**config.mk**
```make
export PLATFORM = sky130hd
export DESIGN_NAME = prog_clk_divider
export DESIGN_NICKNAME = d
export VERILOG_FILES = /design/src/rtl/clk_div_pkg.sv /design/src/rtl/clk_div_odd_stage.sv /design/src/rtl/prog_clk_divider.sv
export SDC_FILE = /design/constraint.sdc
export NUM_CORES = 1
export LEC_CHECK = 0
export BUFFER_PORTS_ARGS = -buffer_cell sky130_fd_sc_hd__buf_2
export CORE_ASPECT_RATIO = 0.75
export CORE_UTILIZATION = 52
export DETAILED_ROUTE_END_ITERATION = 8
export PLACE_DENSITY = 0.72
export SYNTH_ARGS = -nofsm -noshare
export SYNTH_HDL_FRONTEND = slang
export SYNTH_SLANG_ARGS = --single-unit
```
**constraint.sdc**
```tcl
create_clock -name clk -period 15.73 [get_ports clk]
set_input_delay 1.573 -clock clk [delete_from_list [all_inputs] [get_ports clk]]
set_output_delay 1.573 -clock clk [all_outputs]
set_load 0.01 [all_outputs]
```
**src/rtl/clk_div_pkg.sv**
```systemverilog
// Shared constants, types and helpers for the programmable clock divider.
package clk_div_pkg;

    localparam int MIN_DIV   = 2;
    localparam int DEF_CNT_W = 16;

    typedef logic [DEF_CNT_W-1:0] div_t;

    // Uses a 33-bit sum so that D+1 cannot wrap for any divisor up to 32 bits wide.
    function automatic logic [31:0] half_hi(input logic [31:0] d);
        logic [32:0] sum;
        sum = {1'b0, d} + 33'd1;
        return sum[32:1];
    endfunction

endpackage

```
**src/rtl/clk_div_odd_stage.sv**
```systemverilog
// Negedge retiming flop and even/odd output select for the divided clock.
module clk_div_odd_stage (
    input  logic clk,
    input  logic reset,
    input  logic pos_q,
    input  logic is_odd,
    output logic clk_out
);

    logic neg_q;

    always_ff @(negedge clk or negedge reset) begin
        if (!reset)
            neg_q <= 1'b0;
        else
            neg_q <= pos_q;
    end

    // ANDing with the half-cycle-delayed copy trims an odd-length high phase to D/2 cycles.
    assign clk_out = is_odd ? (pos_q & neg_q) : pos_q;

endmodule

```
**src/rtl/prog_clk_divider.sv**
```systemverilog
// Runtime-programmable integer clock divider with 50% duty output, period tick and config handshake.
module prog_clk_divider
    import clk_div_pkg::*;
#(
    parameter int CNT_W     = DEF_CNT_W,
    parameter int RESET_DIV = 2
) (
    input  logic             clk,
    input  logic             reset,
    input  logic             en,
    input  logic             cfg_valid,
    input  logic [CNT_W-1:0] cfg_div,
    output logic             cfg_ready,
    output logic             cfg_err,
    output logic [CNT_W-1:0] div_active,
    output logic             clk_out,
    output logic             tick
);

    localparam logic [CNT_W-1:0] RST_DIV = CNT_W'(RESET_DIV);
    localparam logic [CNT_W-1:0] RST_CNT = RST_DIV - 1'b1;
    localparam logic [CNT_W-1:0] MIN_D   = CNT_W'(MIN_DIV);

    logic [CNT_W-1:0] cnt;
    logic [CNT_W-1:0] cnt_next;
    logic [CNT_W-1:0] pending;
    logic [CNT_W-1:0] div_next;
    logic [CNT_W-1:0] half;
    logic             pos_q;
    logic             wrap;
    logic             apply;
    logic             offer;

    // A pending divisor exists exactly when cfg_ready is low, so it is swapped in on the next wrap.
    always_comb begin
        wrap     = (cnt == div_active - 1'b1);
        apply    = en && wrap && !cfg_ready;
        div_next = apply ? pending : div_active;
        half     = CNT_W'(half_hi(32'(div_next)));
        offer    = cfg_valid && cfg_ready;
        cnt_next = cnt;
        if (en)
            cnt_next = wrap ? '0 : cnt + 1'b1;
    end

    always_ff @(posedge clk or negedge reset) begin
        if (!reset) begin
            cnt        <= RST_CNT;
            div_active <= RST_DIV;
            pending    <= RST_DIV;
            pos_q      <= 1'b0;
            tick       <= 1'b0;
            cfg_ready  <= 1'b1;
            cfg_err    <= 1'b0;
        end else begin
            cnt        <= cnt_next;
            div_active <= div_next;
            tick       <= en && (cnt_next == '0);
            cfg_err    <= offer && (cfg_div < MIN_D);
            if (en)
                pos_q <= (cnt_next < half);
            if (offer && (cfg_div >= MIN_D)) begin
                pending   <= cfg_div;
                cfg_ready <= 1'b0;
            end else if (apply) begin
                cfg_ready <= 1'b1;
            end
        end
    end

    clk_div_odd_stage u_odd_stage (
        .clk     (clk),
        .reset   (reset),
        .pos_q   (pos_q),
        .is_odd  (div_active[0]),
        .clk_out (clk_out)
    );

endmodule

```
# Yosys cells after proc, flatten, opt, wreduce, memory -nomap -nowiden
# Cells that the tools add are included.
dict set report op_classes {
  add_sub_neg 3
  magnitude_cmp 3
  n_eq_ne 1
  muxes 6
  n_bitwise 1
  n_reduce_logical 9
}
# cell count
set op_table {}
lappend op_table {{2-to-1 mux 16 bit} 3}
lappend op_table {{adder 16 x 1 -> 17 bit, second input constant} 1}
lappend op_table {{adder 16 x 1 -> 16 bit, second input constant} 1}
lappend op_table {{equality test 16 bit} 1}
lappend op_table {{greater-or-equal comparator 16 x 2 -> 1 bit, second input constant} 1}
lappend op_table {{logical NOT 16 bit} 1}
lappend op_table {{< comparator 16 bit} 1}
lappend op_table {{< comparator 16 x 2 -> 1 bit, second input constant} 1}
lappend op_table {{subtractor 16 x 1 -> 16 bit, second input constant} 1}
lappend op_table {{logical AND 1 bit} 6}
lappend op_table {{2-to-1 mux 1 bit} 3}
lappend op_table {{nonzero test 2 bit} 1}
lappend op_table {{AND 1 bit} 1}
lappend op_table {{logical NOT 1 bit} 1}
dict set report totals {
  register_bits 53
  inputBits 20
  output_inout_bits 20
}

# Longest topological paths before layout
# Gate-level depths: netlist of run 1.
dict set report logic_depth {
  depth_word 7
  mapped_depth 28
}

# Hierarchy
# Synthesis of run 1 repeated with hierarchy kept, for this count alone.
dict set report hier_totals {
  hier_cells 416
  hier_area_um2 3956.3
}
# mod n_inst cells_per_inst area_each_um2
set modules_own_cells {}
lappend modules_own_cells {prog_clk_divider 1 413 3920.0}
lappend modules_own_cells {clk_div_odd_stage 1 3 36.3}

==> results.md, run 1 <==
* Post-cts sizing count at 0
* Seq/Total Area, Yosys at 0.355
* Final Hold Viols at 0
* Top cell type by total area after synthesis: dfrtp_1
* Max Buffers Root-to-Sink at 2
* Hold Crit Endpoint: cfg_err
* Hold path startpoint: cfg_ready
* Synth cell types at 53
* Worst R2R End: u_odd_stage.neg_q
* Full die area at 7550 um2
* Drt first pass iters at 4
* R2r setup slk at 7.29 ns
* Starting density of the core at 0.543
* Inst Count DP at 520
* Pin count of the biggest net entering global routing at 54
* Final Slew Violations at 0
* Area fraction of the dominant cell type after synthesis at 0.321
* Drc violations at 0
* Share of cells above drive strength 1 at 0.209
* Site Rows at 26
* Initial DRC count at roughly 160
* Fin cells at around 530
* Clk sinks at 53
* Commonest cells after routing, fill and taps aside: 48 x dfrtp_1, 39 x buf_2, 38 x nor2_1
* Gr ovfl total at 0
* Most common cell after layout, fill and taps aside: dfrtp_1
* Core ar. at around 7000 um2
* DR WL/cell at between 15 and 20 um
* Overall routing resource usage at 0.254
* Gpl congestion at between 0.8 and 0.9
* RSZ-0062 raised after global routing: false
* Syn nets at approximately 440
* Status: finished, final reports clean
* CTS tree: yes
* Worst skew pair latency at around 0.32 ns
* DIE WIDTH at 100 um
* FF+latch count, synth at 53
* Detailed-route via count at between 3k and 4k
* Antenna violations before repair at 0
* Worst vdd ir at roughly 0.048 mV
* PD cells at 80.4 nW/um2
* Number of synthesized flops with an enable pin at 0
* Area Growth Syn to Fin at 9.05%
* Die height at 75.5 um
* FFs w/ async S/R, synth at 1.00
* Crit path capture type: output pin
* Cell chosen for the clock root: clkbuf_8
* Hold/Removal Path Class: register to register
* Hold path cells at 2
* Most area-consuming cells after synthesis: dfrtp_1 32%, mux2_2 8.4%, xnor2_1 7.0%, ha_1 6.0%, xor2_1 4.7%
* Worst Skew at between 0.009 and 0.01 ns
* Mapped Area at 3750 um2
* Post-detailed-route count of antenna-violating nets at 0
* Slew headroom at 0.395
* Nets at around 470
* H-tree Lvls at 2
* Setup violators final at 0
* Cts bufs inserted at 5
* DP Wirelength at 6760 um
* Final TNS setup at 0 ns
* Critical Path RT at ~14 ns
* Synth Area per Inst at between 9 and 10 um2
* Syn. warnings at 0
* Vias in the first global route at between 2k and 3k
* Reg-to-Reg Start: pos_q
* Top FF cell, synth: dfrtp_1
* Worst setup SP type: register
* Via density per instance at slightly below 6
* Crit path max fanout at 1
* I/O Buffers at 39
* Num ports at 40
* CP arrival at 8.79 ns
* DRT Wirelength at 8940 um
* Reg clk slew, reported paths at ~0.10 ns
* Reg2Reg Depth at 0
* Diodes inserted at 0
* CP Class: register to output pin
* First-pass GRT wire length at roughly 15000 um
* Leakage at ~1.8 nW
* Measured slew at the worst slew-check pin at approximately 0.90 ns
* Cts hold-fix bufs at 0
* Setup bufs post-CTS at 0
* Max-cap violations at 0
* Gate Count Post-Synth at a little over 400
## how the worst max path moves through the flow
stage	from	endpoint	slack, ns	depth (start not counted)
3_5_place_dp	u_odd_stage.neg_q	clk_out	5.70	2
2_1_floorplan	u_odd_stage.neg_q	clk_out	5.78	1
6_report	u_odd_stage.neg_q	clk_out	5.36	2
5_1_grt	u_odd_stage.neg_q	clk_out	5.34	2
4_1_cts	u_odd_stage.neg_q	clk_out	5.35	2
3_3_place_gp	u_odd_stage.neg_q	clk_out	5.70	2
## final cells by class
class,instances,area [um2]
well taps,98,123
clock buffers,5,68.8
fillers,644,2810
multi-input cells,316,2260
clock inverters,3,47.5
flip-flops and latches,53,1330
repair buffers,42,218
inverters,11,41.3
## cells by family after synthesis
family	synth area share
xor gates and xnor gates	0.117
adders and majority gates	0.0601
AOI/OAI and AO/OA	0.0895
and+or+nand+nor	0.227
buffers and inverters	0.0424
muxes	0.108
DFF	0.355
## report_power, final
| group | total, mW | switching [mW] | internal [mW] |
|---|---|---|---|
| logic | 0.0692 | 0.0372 | 0.0320 |
| registers | 0.160 | 0.0169 | 0.143 |
| clock network | 0.0992 | 0.0505 | 0.0487 |
## sequential cells by signal, indices dropped and copies added, names as in the netlist
signal             cells
cnt                   16
div_active            16
pending               16
cfg_err                1
cfg_ready              1
pos_q                  1
tick                   1
u_odd_stage.neg_q      1
## worst max-delay path: stages, from the launching register on
cell,delay (ns)
dfrtn_1,0.33
o21a_1,0.16
buf_2,0.13
## per-stage QoR
| step | hold slack, ns | power, mW | cell area (um2) | util | setup WS [ns] |
|---|---|---|---|---|---|
| after floorplan | 0.480 | 0.211 | 3750 | - | 5.78 |
| after global placement | 0.526 | 0.227 | 3970 | 0.575 | 5.70 |
| after detailed placement | 0.531 | 0.232 | 3970 | 0.575 | 5.70 |
| after CTS | 0.552 | 0.331 | 4090 | 0.592 | 5.35 |
| after global routing | 0.581 | 0.347 | 4090 | 0.592 | 5.34 |
| final | 0.550 | 0.329 | 4090 | 0.592 | 5.36 |
## metal layers
metal	GRT usage	share of wire	routed length [um]	vias up
li1	-	-	-	1500
met1	0.380	0.51	4560	1435
met2	0.385	0.42	3780	99
met3	0.0431	0.053	478	13
met4	0.0612	0.014	121	0
met5	0	0	0	-
## Yosys cell counts (3+ instances only)
cell type  instances
and3_1             3
nand4_1           13
xnor2_1           30
clkbuf_1          17
xor2_1            20
o21a_1             3
nor4_1             9
o21ai_0           12
nand2b_1           6
inv_1             11
mux2i_1            9
nor2_1            38
buf_2              4
ha_1              18
nor2b_1            5
dfstp_2            4
or3_1              4
a21oi_1           16
nand3_1           19
dfrtp_1           48
nor4_4             3
mux2_2            28
nand3b_1           3
nand2_1           31
nor3_1            12
Power figures use the tool's default switching activity.
==> run 2, diff against run 1 <==
--- a/config.mk
+++ b/config.mk
@@ -5,11 +5,12 @@
 export SDC_FILE = /design/constraint.sdc
 export NUM_CORES = 1
 export LEC_CHECK = 0
+export ABC_AREA = 1
 export BUFFER_PORTS_ARGS = -buffer_cell sky130_fd_sc_hd__buf_2
 export CORE_ASPECT_RATIO = 0.75
 export CORE_UTILIZATION = 52
 export DETAILED_ROUTE_END_ITERATION = 8
-export PLACE_DENSITY = 0.72
+export PLACE_DENSITY = 0.71
 export SYNTH_ARGS = -nofsm -noshare
 export SYNTH_HDL_FRONTEND = slang
 export SYNTH_SLANG_ARGS = --single-unit
==> constraint.sdc (replaced) <==
create_clock -name clk -period 10 [get_ports clk]
set_input_delay 1 -clock clk [delete_from_list [all_inputs] [get_ports clk]]
set_output_delay 1 -clock clk [all_outputs]
set_load 0.01 [all_outputs]
==> run 2 against run 1 <==
Effect of this change:
- final cell count is 37% higher
- critical path depth stayed put
- largest power group unchanged
- power is 100% higher
==> results.md, run 2 <==
* Vias in the first global route at 3679 (was 2770)
* Detailed-route via count at 3755 (was 3047)
* Cts bufs inserted at 5 (unchanged)
* Switching power share of the total at 0.349 (was 0.319)
* Flop pwr share at 0.444 (was 0.487)
* Post-cts sizing count at 0 (unchanged)
* Die height at 79.8 um (was 75.5 um)
* Top cell type by total area after synthesis: dfrtp_1 (unchanged)
* Setup bufs post-CTS at 0 (unchanged)
* Utilization after layout at 0.601 (was 0.592)
* Drc violations at 0 (unchanged)
* CP max stage delay at 0.33 ns (about the same)
* DP Wirelength at 8080 um (was 6760 um)
* Worst R2R End: u_odd_stage.neg_q (unchanged)
* Antenna violations before repair at 0 (unchanged)
* RSZ-0062 raised after global routing: false (unchanged)
* Comb power frac at 0.300 (was 0.211)
* Worst Skew at 0.00764 ns (was 0.00991 ns)
* Drt first pass iters at 4 (unchanged)
* CP Class: register to output pin (unchanged)
* FF+latch count, synth at 53 (unchanged)
* Pin count of the biggest net entering global routing at 54 (unchanged)
* Top FF cell, synth: dfrtp_1 (unchanged)
* Mapped Area at 4190 um2 (was 3750 um2)
* Int Power at 0.435 mW (was 0.224 mW)
* Setup violators final at 0 (unchanged)
* Gate Count Post-Synth at 590 (was 406)
* Switch Pwr at 0.233 mW (was 0.105 mW)
* Core ar. at 7570 um2 (was 6900 um2)
* PD cells at 147 nW/um2 (was 80.4 nW/um2)
* Cts hold-fix bufs at 0 (unchanged)
* FFs w/ async S/R, synth at 1.00 (unchanged)
* H-tree Lvls at 2 (unchanged)
* First-pass GRT wire length at 17100 um (was 14600 um)
* Status: finished, final reports clean (unchanged)
* Via density per instance at 5.19 (was 5.77)
* Hold/Removal Path Class: register to register (unchanged)
* CP arrival at 5.94 ns (was 8.79 ns)
* Final TNS setup at 0 ns (unchanged)
* Crit path max fanout at 1 (unchanged)
* Nets at 660 (was 467)
* Gr ovfl total at 0 (unchanged)
* Most common cell after layout, fill and taps aside: nand2_1 (was dfrtp_1)
* R2r setup slk at 4.44 ns (was 7.29 ns)
* Synth Area per Inst at 7.11 um2 (was 9.23 um2)
* Diodes inserted at 0 (unchanged)
* Most common cell in the netlist: nand2_1 (was dfrtp_1)
* Worst skew pair latency at 0.31 ns (was 0.32 ns)
* Cell depth of the worst setup path at 2 (unchanged)
* Crit path capture type: output pin (unchanged)
* CP Cell Sequence: o21a_1, buf_2 (unchanged)
* Reg clk slew, reported paths at 0.09 ns (was 0.10 ns)
* Commonest cells after routing, fill and taps aside: 188 x nand2_1, 69 x inv_1, 48 x dfrtp_1 (was 48 x dfrtp_1, 39 x buf_2, 38 x nor2_1)
* Post-detailed-route count of antenna-violating nets at 0 (unchanged)
* Crit-path leading delay family: flip-flops (unchanged)
* Max Buffers Root-to-Sink at 2 (unchanged)
* Most area-consuming cells after synthesis: dfrtp_1 29%, nand2_1 17%, inv_1 6.2%, ha_1 5.4%, nand4_1 4.8% (was dfrtp_1 32%, mux2_2 8.4%, xnor2_1 7.0%, ha_1 6.0%, xor2_1 4.7%)
* Final Hold Viols at 0 (unchanged)
* Overall routing resource usage at 0.260 (was 0.254)
* Slew headroom at 0.521 (was 0.395)
* DR WL/cell at 13.7 um (was 16.9 um)
* Gpl congestion at 0.931 (was 0.870)
* Crit path to: clk_out (unchanged)
* Measured slew at the worst slew-check pin at 0.718 ns (was 0.900 ns)
* Clk pwr share at 0.256 (was 0.302)
* CTS tree: yes (unchanged)
* Crit path max-delay cell type: dfrtn_1 (unchanged)
* Area Growth Syn to Fin at 8.44% (was 9.05%)
* Max-cap violations at 0 (unchanged)
* Syn nets at 628 (was 444)
* DIE WIDTH at 106 um (was 100 um)
* CP Launch Point: u_odd_stage.neg_q (unchanged)
* Full die area at 8430 um2 (was 7550 um2)
* Site Rows at 27 (was 26)
* Worst vdd ir at 0.0818 mV (was 0.0480 mV)
* DRT Wirelength at 9950 um (was 8940 um)
* Synth cell types at 41 (was 53)
* Initial DRC count at 243 (was 156)
* Worst setup SP type: register (unchanged)
* Reg2Reg Depth at 0 (unchanged)
* Share of cells above drive strength 1 at 0.175 (was 0.209)
* Top cells by count, synth: 188 x nand2_1, 69 x inv_1, 48 x dfrtp_1 (was 48 x dfrtp_1, 38 x nor2_1, 31 x nand2_1)
* Starting density of the core at 0.554 (was 0.543)
* Syn. warnings at 0 (unchanged)
* I/O Buffers at 39 (unchanged)
* Num ports at 40 (unchanged)
* Reg-to-Reg Start: pos_q (unchanged)
* Cell chosen for the clock root: clkbuf_8 (unchanged)
* Final Slew Violations at 0 (unchanged)
* Critical Path RT at 9.00 ns (was 14.16 ns)
* CP bufs+invs at 1 (unchanged)
* Leading registers by flop count: cnt (16), div_active (16), pending (16) (unchanged)
* Seq/Total Area, Yosys at 0.317 (was 0.355)
* Area fraction of the dominant cell type after synthesis at 0.286 (was 0.321)
* Leakage at 2.51 nW (was 1.81 nW)
* Number of synthesized flops with an enable pin at 0 (unchanged)
* Clk sinks at 53 (unchanged)
## run 2: changes by cell type in the layout (fill, tap and decap cells not counted), sizes merged, moves of 8 or more
cell	previous run	this run
nor4	12	3
nand4	13	33
mux2i	9	0
inv	13	77
nand2	31	209
nand3	19	42
nor2	38	63
xnor2	30	16
a21oi	16	8
mux2	28	0
## run 2: layout make-up
type                            count  area [um2]
Inverter                           80         300
Multi-Input combinational cell    442        2450
Fill cell                         716        3020
Clock inverter                      3        65.1
Sequential cell                    53        1330
Timing Repair Buffer               40         203
Clock buffer                        5        68.8
Tap cell                          101         126
## run 2: through the flow
step / setup slack [ns] / area, um2 / hold WS [ns] / instances / power [mW]
final: 3.06 / 4550 / 0.478 / 724 / 0.668
after global routing: 3.03 / 4550 / 0.522 / 724 / 0.725
after CTS: 3.05 / 4550 / 0.481 / 724 / 0.669
after detailed placement: 3.39 / 4410 / 0.465 / 716 / 0.499
after global placement: 3.40 / 4410 / 0.464 / 716 / 0.489
after floorplan: 3.48 / 4190 / 0.442 / 590 / 0.447
## run 2: power groups by stage
stage	clock [mW]	combinational, mW	sequential, mW
final	0.171	0.201	0.296
after global routing	0.183	0.239	0.303
after CTS	0.173	0.200	0.296
after detailed placement	0	0.199	0.300
after global placement	0	0.190	0.298
after floorplan	0	0.160	0.287
## run 2: kinds of logic (layout without fill, tap and decap cells)
kind of cell	Yosys count	after routing	share of synthesized area
flops	53	53	0.317
xor+xnor	30	30	0.0644
buf+inv	95	128	0.0976
compound gates	29	29	0.0379
simple gates	365	365	0.429
fa+ha+maj	18	18	0.0537
## run 2: per-layer routing
metal / up-vias / global-route usage / part of all wire
met4: 0 / 0.0764 / 0.016
met3: 12 / 0.0392 / 0.079
met2: 105 / 0.432 / 0.46
met1: 1692 / 0.353 / 0.45
li1: 1946 / - / -
met5: - / 0 / 0
## run 2: worst min-delay path by stage
stage	startpoint	to	slack (ns)	depth (start not counted)
final	pending[1]	pending[1]	0.48	2
after global routing	pending[1]	pending[1]	0.52	2
after floorplan	pending[15]	pending[15]	0.44	2
after detailed placement	pending[1]	pending[1]	0.47	2
after global placement	pending[1]	pending[1]	0.46	2
after CTS	pending[1]	pending[1]	0.48	2
==> run 3, diff against run 2 <==
--- a/config.mk
+++ b/config.mk
@@ -10,7 +10,7 @@
 export CORE_ASPECT_RATIO = 0.75
 export CORE_UTILIZATION = 52
 export DETAILED_ROUTE_END_ITERATION = 8
-export PLACE_DENSITY = 0.71
+export PLACE_DENSITY = 0.74
 export SYNTH_ARGS = -nofsm -noshare
 export SYNTH_HDL_FRONTEND = slang
 export SYNTH_SLANG_ARGS = --single-unit
==> constraint.sdc (replaced) <==
create_clock -name clk -period 6.3 [get_ports clk]
set_input_delay 0.63 -clock clk [delete_from_list [all_inputs] [get_ports clk]]
set_output_delay 0.63 -clock clk [all_outputs]
set_load 0.01 [all_outputs]
==> run 3 against run 2 <==
Effect of this change:
- utilization is 0.50 points lower
- wire length is 4.3% higher
- combinational power is 60% higher
- sequential power is 59% higher
- clock-buffer cell count is 1 higher
- clock power is 19% higher
- clock skew is 0.0021 ns lower
==> results.md, run 3 (synthesized netlist as in run 2, its figures left out) <==
* Status: finished, final reports clean (unchanged)
* Site Rows at 27 (unchanged)
* Reg-to-Reg Start: div_active[0] (was pos_q)
* Post-detailed-route count of antenna-violating nets at 0 (unchanged)
* Leading registers by flop count: cnt (16), div_active (16), pending (16) (unchanged)
* Max Buffers Root-to-Sink at 2 (unchanged)
* Most common cell after layout, fill and taps aside: nand2_1 (unchanged)
* Diodes inserted at 0 (unchanged)
* Antenna violations before repair at 0 (unchanged)
* Final Hold Viols at 0 (unchanged)
* Int Power at 0.621 mW (was 0.435 mW)
* Clk pwr share at 0.204 (was 0.256)
* Reg2Reg Depth at 28 (was 0)
* Commonest cells after routing, fill and taps aside: 188 x nand2_1, 69 x inv_1, 48 x dfrtp_1 (unchanged)
* Full die area at 8430 um2 (unchanged)
* I/O Buffers at 39 (unchanged)
* Hold/Removal Path Class: register to register (unchanged)
* Critical Path RT at 5.67 ns (was 9.00 ns)
* Reg clk slew, reported paths at 0.09 ns (about the same)
* Design area at 4510 um2 (was 4550 um2)
* Vias in the first global route at 3630 (was 3679)
* CTS tree: yes (unchanged)
* Slew headroom at 0.505 (was 0.521)
* Switch Pwr at 0.376 mW (was 0.233 mW)
* Num ports at 40 (unchanged)
* Placed instance area at 4410 um2 (unchanged)
* Starting density of the core at 0.554 (unchanged)
* Overall routing resource usage at 0.264 (was 0.260)
* Hold path startpoint: pending[1] (unchanged)
* Inst Count DP at 716 (unchanged)
* Share of cells above drive strength 1 at 0.175 (unchanged)
* Final Slew Violations at 0 (unchanged)
* Cell chosen for the clock root: clkbuf_8 (unchanged)
* Gr ovfl total at 0 (unchanged)
* Setup bufs post-CTS at 0 (unchanged)
* # fillers at 744 (was 716)
* PD cells at 221 nW/um2 (was 147 nW/um2)
* Post-cts sizing count at 0 (unchanged)
* Leakage at 2.49 nW (was 2.51 nW)
* Clk sinks at 53 (unchanged)
* Setup violators final at 0 (unchanged)
* Hold path cells at 2 (unchanged)
* DP Wirelength at 8430 um (was 8080 um)
* Comb power frac at 0.323 (was 0.300)
* Initial DRC count at 146 (was 243)
* Flop pwr share at 0.473 (was 0.444)
* Measured slew at the worst slew-check pin at 0.741 ns (was 0.718 ns)
* Hold slack at 0.475 ns (was 0.478 ns)
* Hold Crit Endpoint: pending[1] (unchanged)
* Cts hold-fix bufs at 0 (unchanged)
* Worst vdd ir at 0.160 mV (was 0.0818 mV)
* Max-cap violations at 0 (unchanged)
* Cts bufs inserted at 5 (unchanged)
* Worst slack, placed at 1.71 ns (was 3.39 ns)
* Worst Skew at 0.00554 ns (was 0.00764 ns)
* Pin count of the biggest net entering global routing at 53 (was 54)
* H-tree Lvls at 2 (unchanged)
* Switching power share of the total at 0.377 (was 0.349)
* Core ar. at 7570 um2 (unchanged)
* CP Launch Point: u_odd_stage.neg_q (unchanged)
* Design Power at 0.996 mW (was 0.668 mW)
* Fin cells at 724 (unchanged)
* Final TNS setup at 0 ns (unchanged)
* Utilization after layout at 0.596 (was 0.601)
* Area Growth Syn to Fin at 7.55% (was 8.44%)
* Drt first pass iters at 4 (unchanged)
* Drc violations at 0 (unchanged)
* Worst R2R End: pos_q (was u_odd_stage.neg_q)
* First-pass GRT wire length at 17200 um (was 17100 um)
* RSZ-0062 raised after global routing: false (unchanged)
* Crit path max fanout at 1 (unchanged)
* CP arrival at 4.11 ns (was 5.94 ns)
* DR WL/cell at 14.3 um (was 13.7 um)
* Crit path capture type: output pin (unchanged)
* R2r setup slk at 1.66 ns (was 4.44 ns)
* CP Class: register to output pin (unchanged)
* DRT Wirelength at 10400 um (was 9950 um)
* Die height at 79.8 um (unchanged)
* Nets at 660 (unchanged)
* Via density per instance at 5.22 (was 5.19)
* Detailed-route via count at 3782 (was 3755)
* Final WS setup at 1.56 ns (was 3.06 ns)
* Gpl congestion at 0.927 (was 0.931)
* Worst skew pair latency at 0.31 ns (about the same)
* Worst setup SP type: register (unchanged)
* DIE WIDTH at 106 um (unchanged)
run 3: changes by cell type in the layout (fill, tap and decap cells not counted), sizes merged:
cell and delta:
clkinv +1, bufinv -2, clkbuf +1
run 3: how the worst max path moves through the flow:
| stage | endpoint | slack, ns | cells past startpoint |
|---|---|---|---|
| 6_report | clk_out | 1.56 | 2 |
| 2_1_floorplan | clk_out | 2.00 | 1 |
| 3_3_place_gp | clk_out | 1.89 | 2 |
| 5_1_grt | pos_q | 1.30 | 28 |
| 4_1_cts | clk_out | 1.55 | 2 |
| 3_5_place_dp | pos_q | 1.71 | 28 |
run 3: final cells by class:
cell class              instances  area (um2)  area share
multi-input cells             442        2450       0.544
flip-flops and latches         53        1330       0.295
inverters                      80         300      0.0666
repair buffers                 40         203      0.0449
well taps                     101         126      0.0280
clock buffers                   6        82.6      0.0183
clock inverters                 2        13.8     0.00305
run 3: worst max-delay path, cell delays in order, from the launching register on:
cell and delay (ns):
dfrtn_1 0.33, o21a_1 0.19, buf_2 0.14
run 3: power groups by stage:
stage / combinational [mW] / clock [mW] / sequential [mW]
after detailed placement: 0.319 / 0 / 0.476
final: 0.322 / 0.203 / 0.471
after global routing: 0.375 / 0.222 / 0.479
after global placement: 0.309 / 0 / 0.474
after floorplan: 0.254 / 0 / 0.456
after CTS: 0.322 / 0.208 / 0.469
run 3: layer usage:
layer | routed length (um) | up-vias | GRT usage
li1 | - | 1936 | -
met1 | 4970 | 1736 | 0.361
met2 | 4690 | 92 | 0.440
met3 | 535 | 18 | 0.0351
met4 | 177 | 0 | 0.0764
met5 | 0 | - | 0
